==> src/rtl/cycle_hist_mon_if.sv <==
// Signal bundle between a monitored stream's control logic and one cycle_hist_mon
// instance: control strobes in, interval statistics and histogram out.
interface cycle_hist_mon_if #(
  parameter int unsigned CNT_SIZE = 16,
  parameter int unsigned BINS     = 16
);
  logic                enable;
  logic                clear;
  logic                event_strb;
  logic [15:0]         cycle_cnt;
  logic [CNT_SIZE-1:0] mon_cnts [BINS];
  logic [15:0]         max_interval;
  logic [31:0]         total_events;
  logic                hist_sat;

  modport master (
    output enable, clear, event_strb,
    input  cycle_cnt, mon_cnts, max_interval, total_events, hist_sat
  );

  modport slave (
    input  enable, clear, event_strb,
    output cycle_cnt, mon_cnts, max_interval, total_events, hist_sat
  );
endinterface

==> src/rtl/cycle_hist_mon.sv <==
// Event interval monitor: measures cycles between accepted strobes and bins each
// interval into a saturating histogram through a two-stage pipeline.
module cycle_hist_mon #(
  parameter int unsigned CNT_RANGE     = 8,
  parameter int unsigned CNT_SIZE      = 16,
  parameter int unsigned MAX_CYCLE_CNT = 128
) (
  input  logic            clk,
  input  logic            reset,
  cycle_hist_mon_if.slave mon
);
  localparam int unsigned BINS  = MAX_CYCLE_CNT / CNT_RANGE;
  localparam int unsigned SHIFT = $clog2(CNT_RANGE);
  localparam int unsigned BIN_W = $clog2(BINS);

  if (CNT_RANGE == 0 || (CNT_RANGE & (CNT_RANGE - 1)) != 0) begin : g_chk_range
    $error("cycle_hist_mon: CNT_RANGE must be a power of two");
  end
  if (BINS < 2 || (BINS & (BINS - 1)) != 0) begin : g_chk_bins
    $error("cycle_hist_mon: MAX_CYCLE_CNT/CNT_RANGE must be a power of two >= 2");
  end

  logic [15:0]         r_gap;
  logic                r_armed;
  logic                r_s1_valid;
  logic [BIN_W-1:0]    r_s1_bin;
  logic [15:0]         r_cycle_cnt;
  logic [15:0]         r_max_interval;
  logic [31:0]         r_total_events;
  logic [CNT_SIZE-1:0] r_bins [BINS];
  logic                r_hist_sat;

  logic                w_accept;
  logic                w_record;
  logic [15:0]         w_interval;
  logic [BIN_W-1:0]    w_bin;

  always_comb begin
    w_accept   = mon.event_strb && mon.enable && !mon.clear;
    w_record   = w_accept && r_armed;
    w_interval = (r_gap == 16'hFFFF) ? 16'hFFFF : r_gap + 16'd1;
    // Everything at or beyond the binned range collapses into the top bin.
    if (32'(w_interval) >= MAX_CYCLE_CNT) w_bin = BIN_W'(BINS - 1);
    else                                  w_bin = BIN_W'(w_interval >> SHIFT);
  end

  always_ff @(posedge clk) begin
    if (reset || mon.clear) begin
      r_gap          <= '0;
      r_armed        <= 1'b0;
      r_s1_valid     <= 1'b0;
      r_s1_bin       <= '0;
      r_cycle_cnt    <= '0;
      r_max_interval <= '0;
      r_total_events <= '0;
      r_hist_sat     <= 1'b0;
      for (int unsigned i = 0; i < BINS; i++) r_bins[i] <= '0;
    end else begin
      if (!mon.enable)        r_gap <= '0;
      else if (w_accept)      r_gap <= '0;
      else if (r_gap != '1)   r_gap <= r_gap + 16'd1;

      if (!mon.enable)        r_armed <= 1'b0;
      else if (w_accept)      r_armed <= 1'b1;

      // Stage 1: register interval statistics and the target bin.
      r_s1_valid <= w_record;
      if (w_record) begin
        r_cycle_cnt <= w_interval;
        r_s1_bin    <= w_bin;
        if (w_interval > r_max_interval) r_max_interval <= w_interval;
        if (r_total_events != '1)        r_total_events <= r_total_events + 32'd1;
      end

      // Stage 2: saturating read-modify-write of the selected bin.
      if (r_s1_valid) begin
        if (r_bins[r_s1_bin] == '1) r_hist_sat <= 1'b1;
        else                        r_bins[r_s1_bin] <= r_bins[r_s1_bin] + 1'b1;
      end
    end
  end

  assign mon.cycle_cnt    = r_cycle_cnt;
  assign mon.max_interval = r_max_interval;
  assign mon.total_events = r_total_events;
  assign mon.hist_sat     = r_hist_sat;
  assign mon.mon_cnts     = r_bins;
endmodule

==> src/flat_wrapper.sv <==
// flat-port wrapper written by rule: the top's interface ports become plain ports
module cycle_hist_mon_flat 
#(
  parameter int unsigned CNT_RANGE     = 8,
  parameter int unsigned CNT_SIZE      = 16,
  parameter int unsigned MAX_CYCLE_CNT = 128
)
  (clk, reset, mon_enable, mon_clear, mon_event_strb, mon_cycle_cnt, mon_mon_cnts, mon_max_interval, mon_total_events, mon_hist_sat);
  cycle_hist_mon_if #(.CNT_SIZE(CNT_SIZE), .BINS(16)) mon_i ();
  input  logic clk;
  input  logic reset;
  input wire logic [$bits(mon_i.enable)-1:0] mon_enable;
  input wire logic [$bits(mon_i.clear)-1:0] mon_clear;
  input wire logic [$bits(mon_i.event_strb)-1:0] mon_event_strb;
  output wire logic [$bits(mon_i.cycle_cnt)-1:0] mon_cycle_cnt;
  output wire logic [$bits(mon_i.mon_cnts)-1:0] mon_mon_cnts;
  output wire logic [$bits(mon_i.max_interval)-1:0] mon_max_interval;
  output wire logic [$bits(mon_i.total_events)-1:0] mon_total_events;
  output wire logic [$bits(mon_i.hist_sat)-1:0] mon_hist_sat;
  assign mon_i.enable = mon_enable;
  assign mon_i.clear = mon_clear;
  assign mon_i.event_strb = mon_event_strb;
  assign mon_cycle_cnt = mon_i.cycle_cnt;
  assign mon_mon_cnts = {>>{mon_i.mon_cnts}};
  assign mon_max_interval = mon_i.max_interval;
  assign mon_total_events = mon_i.total_events;
  assign mon_hist_sat = mon_i.hist_sat;
  cycle_hist_mon #(.CNT_RANGE(CNT_RANGE), .CNT_SIZE(CNT_SIZE), .MAX_CYCLE_CNT(MAX_CYCLE_CNT)) u_core (.clk(clk), .reset(reset), .mon(mon_i));
endmodule
==> config.mk <==
export PLATFORM = sky130hd
export DESIGN_NAME = cycle_hist_mon_flat
export DESIGN_NICKNAME = d
export VERILOG_FILES = /design/src/rtl/cycle_hist_mon_if.sv /design/src/rtl/cycle_hist_mon.sv /design/src/flat_wrapper.sv
export SDC_FILE = /design/constraint.sdc
export NUM_CORES = 1
export LEC_CHECK = 0
export BUFFER_PORTS_ARGS = -buffer_cell sky130_fd_sc_hd__buf_2
export CAP_MARGIN = 10
export CORE_ASPECT_RATIO = 1.1
export CORE_MARGIN = 2
export CORE_UTILIZATION = 43
export DETAILED_ROUTE_END_ITERATION = 7
export GPL_ROUTABILITY_DRIVEN = 0
export PLACE_DENSITY = 0.68
export SYNTH_ARGS = -nofsm -noshare
export SYNTH_HDL_FRONTEND = slang
export SYNTH_SLANG_ARGS = --single-unit
==> constraint.sdc <==
create_clock -name clk -period 4.2 [get_ports clk]
set_input_delay 0.42 -clock clk [delete_from_list [all_inputs] [get_ports clk]]
set_output_delay 0.42 -clock clk [all_outputs]
set_load 0.01 [all_outputs]
# Word-level counts from Yosys, hierarchy flattened

Index checks and enable logic that the tools add are counted.

Bitwise gates (word level): 3
Multiplexer cells: 8
Equality and inequality tests: 4
Reduce and logical (&&, ||, !) cells: 12
Magnitude comparators: 4
Add/sub/neg operators: 3

Operators with widths:

| kind                    | number |
|---|---|
| $bwmux W256             | 1 |
| $bmux W16 S4            | 1 |
| $demux W16 S4           | 1 |
| $mux W16                | 4 |
| $add A16 B1 Y16 const B | 2 |
| $add A32 B1 Y32 const B | 1 |
| $eq A16 B16 Y1 const B  | 2 |
| $ne A32 B32 Y1 const B  | 1 |
| $ge A16 B8 Y1 const B   | 1 |
| $gt A16 B16 Y1          | 1 |
| $ne A16 B16 Y1 const B  | 1 |
| $reduce_and A2 Y1       | 4 |
| $ge A5 B5 Y1 const B    | 1 |
| $lt A5 B1 Y1 const B    | 1 |
| $not A4 Y5              | 1 |
| $logic_and A1 B1 Y1     | 4 |
| $mux W4                 | 1 |
| $reduce_or A3 Y1        | 1 |
| $not A1 Y1              | 2 |
| $reduce_or A2 Y1        | 1 |
| $logic_not A1 Y1        | 1 |
| $logic_or A1 B1 Y1      | 1 |

Register bits after elaboration: 343
Input bits: 5

# Longest topological paths before layout

Word-level depth: 7
Mapped depth: 18

# Least setup slack after synthesis

Ideal clock, no wire load.

Path type: flip-flop to flip-flop
Start point: register u_core.r_s1_bin[0]
End point: register u_core.r_bins, in the netlist u_core.mon.mon_cnts[255]
Data required time: 4.067 ns
Stages on the path, launching flop included: 19
Arrival: 3.968 ns
Period minus slack after synthesis: 4.101 ns
Setup time: 0.133 ns
Slack: 0.099 ns
Path through: dfxtp_1 -> buf_6 -> buf_12 -> buf_6 -> buf_2 -> mux4_2 -> a22oi_1 -> nand2_1 -> clkbuf_1 -> ha_1 -> inv_1 -> nor3_2 -> nand4_4 -> nor4_4 -> buf_12 -> nor4_4 -> buf_2 -> o21ai_0 -> a21oi_1

Longest elaborated chain between the ends: 7

RTL lines:

| item                                                                    | line                                       | text |
|---|---|---|
| from (decl)                                                             | cycle_hist_mon.sv:26                       | `logic [BIN_W-1:0] r_s1_bin;` |
| from (signal assigned)                                                  | cycle_hist_mon.sv:70                       | `r_s1_bin <= w_bin;` |
| $not A4 Y5 (implied by the code) (*)                                    | cycle_hist_mon.sv:77, cycle_hist_mon.sv:78 |  |
| parallel branches: the longest is 6 deep, another holds $add A16 B1 Y16 | --                                         |  |
| to (signal, indexed assignment)                                         | cycle_hist_mon.sv:78                       | `else r_bins[r_s1_bin] <= r_bins[r_s1_bin] + 1'b1;` |
| to (decl)                                                               | cycle_hist_mon.sv:30                       | `logic [CNT_SIZE-1:0] r_bins [BINS];` |

Every way passes the cells marked *. The select of a mux whose other input is x is not followed.
A chain may end at the register's enable or synchronous reset.

# Worst setup path in the final report

Start point: register u_core.r_gap[0]
End point: register u_core.r_max_interval[13] (netlist: u_core.mon.max_interval[13])

Longest elaborated chain between the ends: 4

RTL lines:

| item                                              | line                 | text |
|---|---|---|
| from (decl)                                       | cycle_hist_mon.sv:23 | `logic [15:0] r_gap;` |
| from (signal assigned)                            | cycle_hist_mon.sv:61 | `else if (r_gap != '1) r_gap <= r_gap + 16'd1;` |
| $add A16 B1 Y16 or $eq A16 B16 Y1 (tied branches) | cycle_hist_mon.sv:41 | `w_interval = (r_gap == 16'hFFFF) ? 16'hFFFF : r_gap + 16'd1;` |
| $mux W16 (*)                                      | cycle_hist_mon.sv:41 |  |
| via u_core.w_interval[9]                          | cycle_hist_mon.sv:35 | `logic [15:0] w_interval;` |
| $gt A16 B16 Y1 (*)                                | cycle_hist_mon.sv:71 | `if (w_interval > r_max_interval) r_max_interval <= w_interval;` |
| $reduce_and A2 Y1 (no source line) (*)            | --                   |  |
| to (signal assigned)                              | cycle_hist_mon.sv:71 |  |
| to (decl)                                         | cycle_hist_mon.sv:28 | `logic [15:0] r_max_interval;` |

The timed path passes the listed nets; every way through them passes the cells marked *.

==> metrics.txt <==
status=completed; ratio of cells with drive above 1 in the final layout=30.35%; Worst-path clk slew=60 ps; hold buffer count at CTS=0; clk sink count=343; Root Driver=clkbuf_16; Hold Vio Cnt, Final=0; residual DRC count=0; ys async rst share=0%; ANT nets after route=0; Switching Share=21.49%; Via density=5.664; period utilization=93.64%; commonest non-fill, non-tap cells in the layout=dfxtp_1 (341), buf_2 (325), nor2_1 (217), a21oi_1 (145), o21ai_0 (115); total number of vias=13,231; Cell Pwr Density=350.9 nW/um2; placed cell count=2,271; commonest non-fill, non-tap cell in the layout=dfxtp_1; first-pass GRT wire length=74,620 um; Slew HR=26.77%; Buffers on Ports=325; RSZ-0062 raised after global routing=false; Tmin final=3933 ps; synth unique cells=56; number of global-route vias before repair=12,649; Setup-failing EPs final=0; Worst-Margin Slew=1096 ps; I/O pin count=326; Routed WL=48,540 um; #FFs+latches synth=343; ANT cells=0; Initial Util=43.84%; fill count=3,213; Synthesized Nets=1,555; WP data arrival=4360 ps; hpwl dp=34,740 um; hold_ws=160.7 ps; worst path required time=4630 ps; Num CTS Buffers=37; switching power=0.001399 W; DIE HEIGHT=203.0 um; IR drop worst, VDD=0.2866 mV; Worst Setup End Kind=flop; Max H-tree Level=2; layout overhead on the synthesized area=19.83%; drt first-iter violations=1,138; first-pass iteration count of the detailed router=5; fin. max-slew vios=0; internal power=0.005110 W; total power=0.006508 W; number of antenna violations at the first check in global routing=0; EDFF count, synth=0; yosys warns=0; combinational share of power=1.4%; Flop pwr share=50.0%; Post-Syn Area=15,480 um2; fin nets=1,853; row count=72; Layout Cells excl Fill=2,336; die width=184.9 um; setup_tns=0 ps; die footprint=37,540 um2; Setup WS pre-CTS=259.2 ps; CTS tree=done; Leakage=7.441 nW; area of the core=35,310 um2; Hold/Removal Path Class=in2reg; Post CTS Setup Buffer Count=0; maximum clock path buffer count=3; Avg Inst Size Synth=10.11 um2; Synth Flop Type=dfxtp_1; CP Max Fanout=15; Clock power frac=48.6%; Worst Setup Slack, final=267.2 ps; register area share after synthesis=44.35%; Clock Skews=22.68 ps; drt wl/cell=20.78 um; Startpoint Class=flop; clk_lat worst skew=540 ps; cell count after synthesis=1,531; Max Cap Viol=0; GRT Resource Usage Total=25.36%; Crit Path Category=reg2reg; largest net degree at the start of global routing=88; total grt overflow=0; f_max=0.2543 GHz
cell usage after synthesis, drive strengths merged (22+ instances only):
library cell  count  area share, %
a21oi           145            4.7
nor4             22            2.5
dfxtp           343             44
nand2            48            1.3
o21ai           127            4.1
buf              49            3.4
mux4             64            9.5
mux2i            67            4.3
clkbuf           71            1.8
a22oi            31            1.5
inv              38           0.92
xor2             30            1.7
nand4            22            1.1
nor2            222            5.4
a211oi          107            6.2
routing by layer:
layer  part of all wire [%]  vias to the layer above  GRT usage (%)
met5                      0                        -              0
met4                    3.2                        0          8.503
met3                    8.6                       87          6.314
met2                     48                      578          42.43
met1                     40                     6413          31.87
li1                       -                     6153              -
power by group through the flow:
stage	combinational, W	clock [W]	sequential (W)
floorplan	0.0000642	0	0.00333
global placement	0.0000865	0	0.00333
detailed placement	0.0000879	0	0.00333
CTS	0.0000879	0.00322	0.00326
global route	0.0000957	0.00336	0.00325
finish	0.0000885	0.00316	0.00326
cells by family (layout without fill, tap and decap cells):
| group | count (synthesis) | after routing | synth area share [%] |
|---|---|---|---|
| AOI/OAI and AO/OA | 430 | 430 | 17.52 |
| muxes | 131 | 131 | 13.86 |
| adders and majority gates | 19 | 19 | 1.536 |
| DFF | 343 | 343 | 44.35 |
| and+or+nand+nor | 399 | 399 | 13.80 |
| xor gates and xnor gates | 50 | 50 | 2.829 |
| buffers and inverters | 159 | 483 | 6.102 |
state kept, by name, summed over array words and instances, names as in the netlist:
register,cells
u_core.mon.mon_cnts,256
u_core.mon.total_events,32
u_core.mon.cycle_cnt,16
u_core.mon.max_interval,16
u_core.r_gap,16
u_core.r_s1_bin,4
u_core.mon.hist_sat,1
u_core.r_armed,1
u_core.r_s1_valid,1
area by class of cell:
class | count | area, um2 | area share [%]
multi-input cells | 1029 | 7709 | 41.56
clock inverters | 7 | 73.82 | 0.3979
clock buffers | 58 | 1085 | 5.848
inverters | 38 | 142.6 | 0.7689
repair buffers | 380 | 2064 | 11.13
flip-flops and latches | 343 | 6874 | 37.06
well taps | 481 | 601.8 | 3.244
per-stage QoR:
step / utilization, % / cell area (um2)
detailed placement: 49.23 / 17390
CTS: 52.51 / 18540
floorplan: - / 15480
global placement: 49.23 / 17390
finish: 52.53 / 18550
global route: 52.53 / 18550
worst max-delay path: stages (launching register included):
cell and delay (ps):
dfxtp_1 430, ha_1 290, nand3_1 150, nor3_1 260, nand2b_1 220, nor2b_2 240, inv_1 70, ha_1 230
a21o_1 180, a21o_1 170, a21o_1 170, a21o_1 170, a211o_1 310, a221oi_1 390, nor2_2 230, a211oi_1 300
worst paths after layout:
path | cells past startpoint | startpoint | slack, ps | endpoint
worst max register to register | 15 | u_core.r_gap[0] | 270 | u_core.mon.max_interval[13]
worst min-delay path | 2 | mon_enable | 160 | u_core.r_armed
worst min register to register | 2 | u_core.mon.cycle_cnt[12] | 470 | u_core.mon.cycle_cnt[12]
worst max-delay path | 15 | u_core.r_gap[0] | 270 | u_core.mon.max_interval[13]
timing repair:
action / CTS / global route
endpoints found under the hold margin: 0 / 0
endpoints found under the setup margin: 0 / 16
resized for setup: 0 / 3
(Power assumes the default switching activity.)
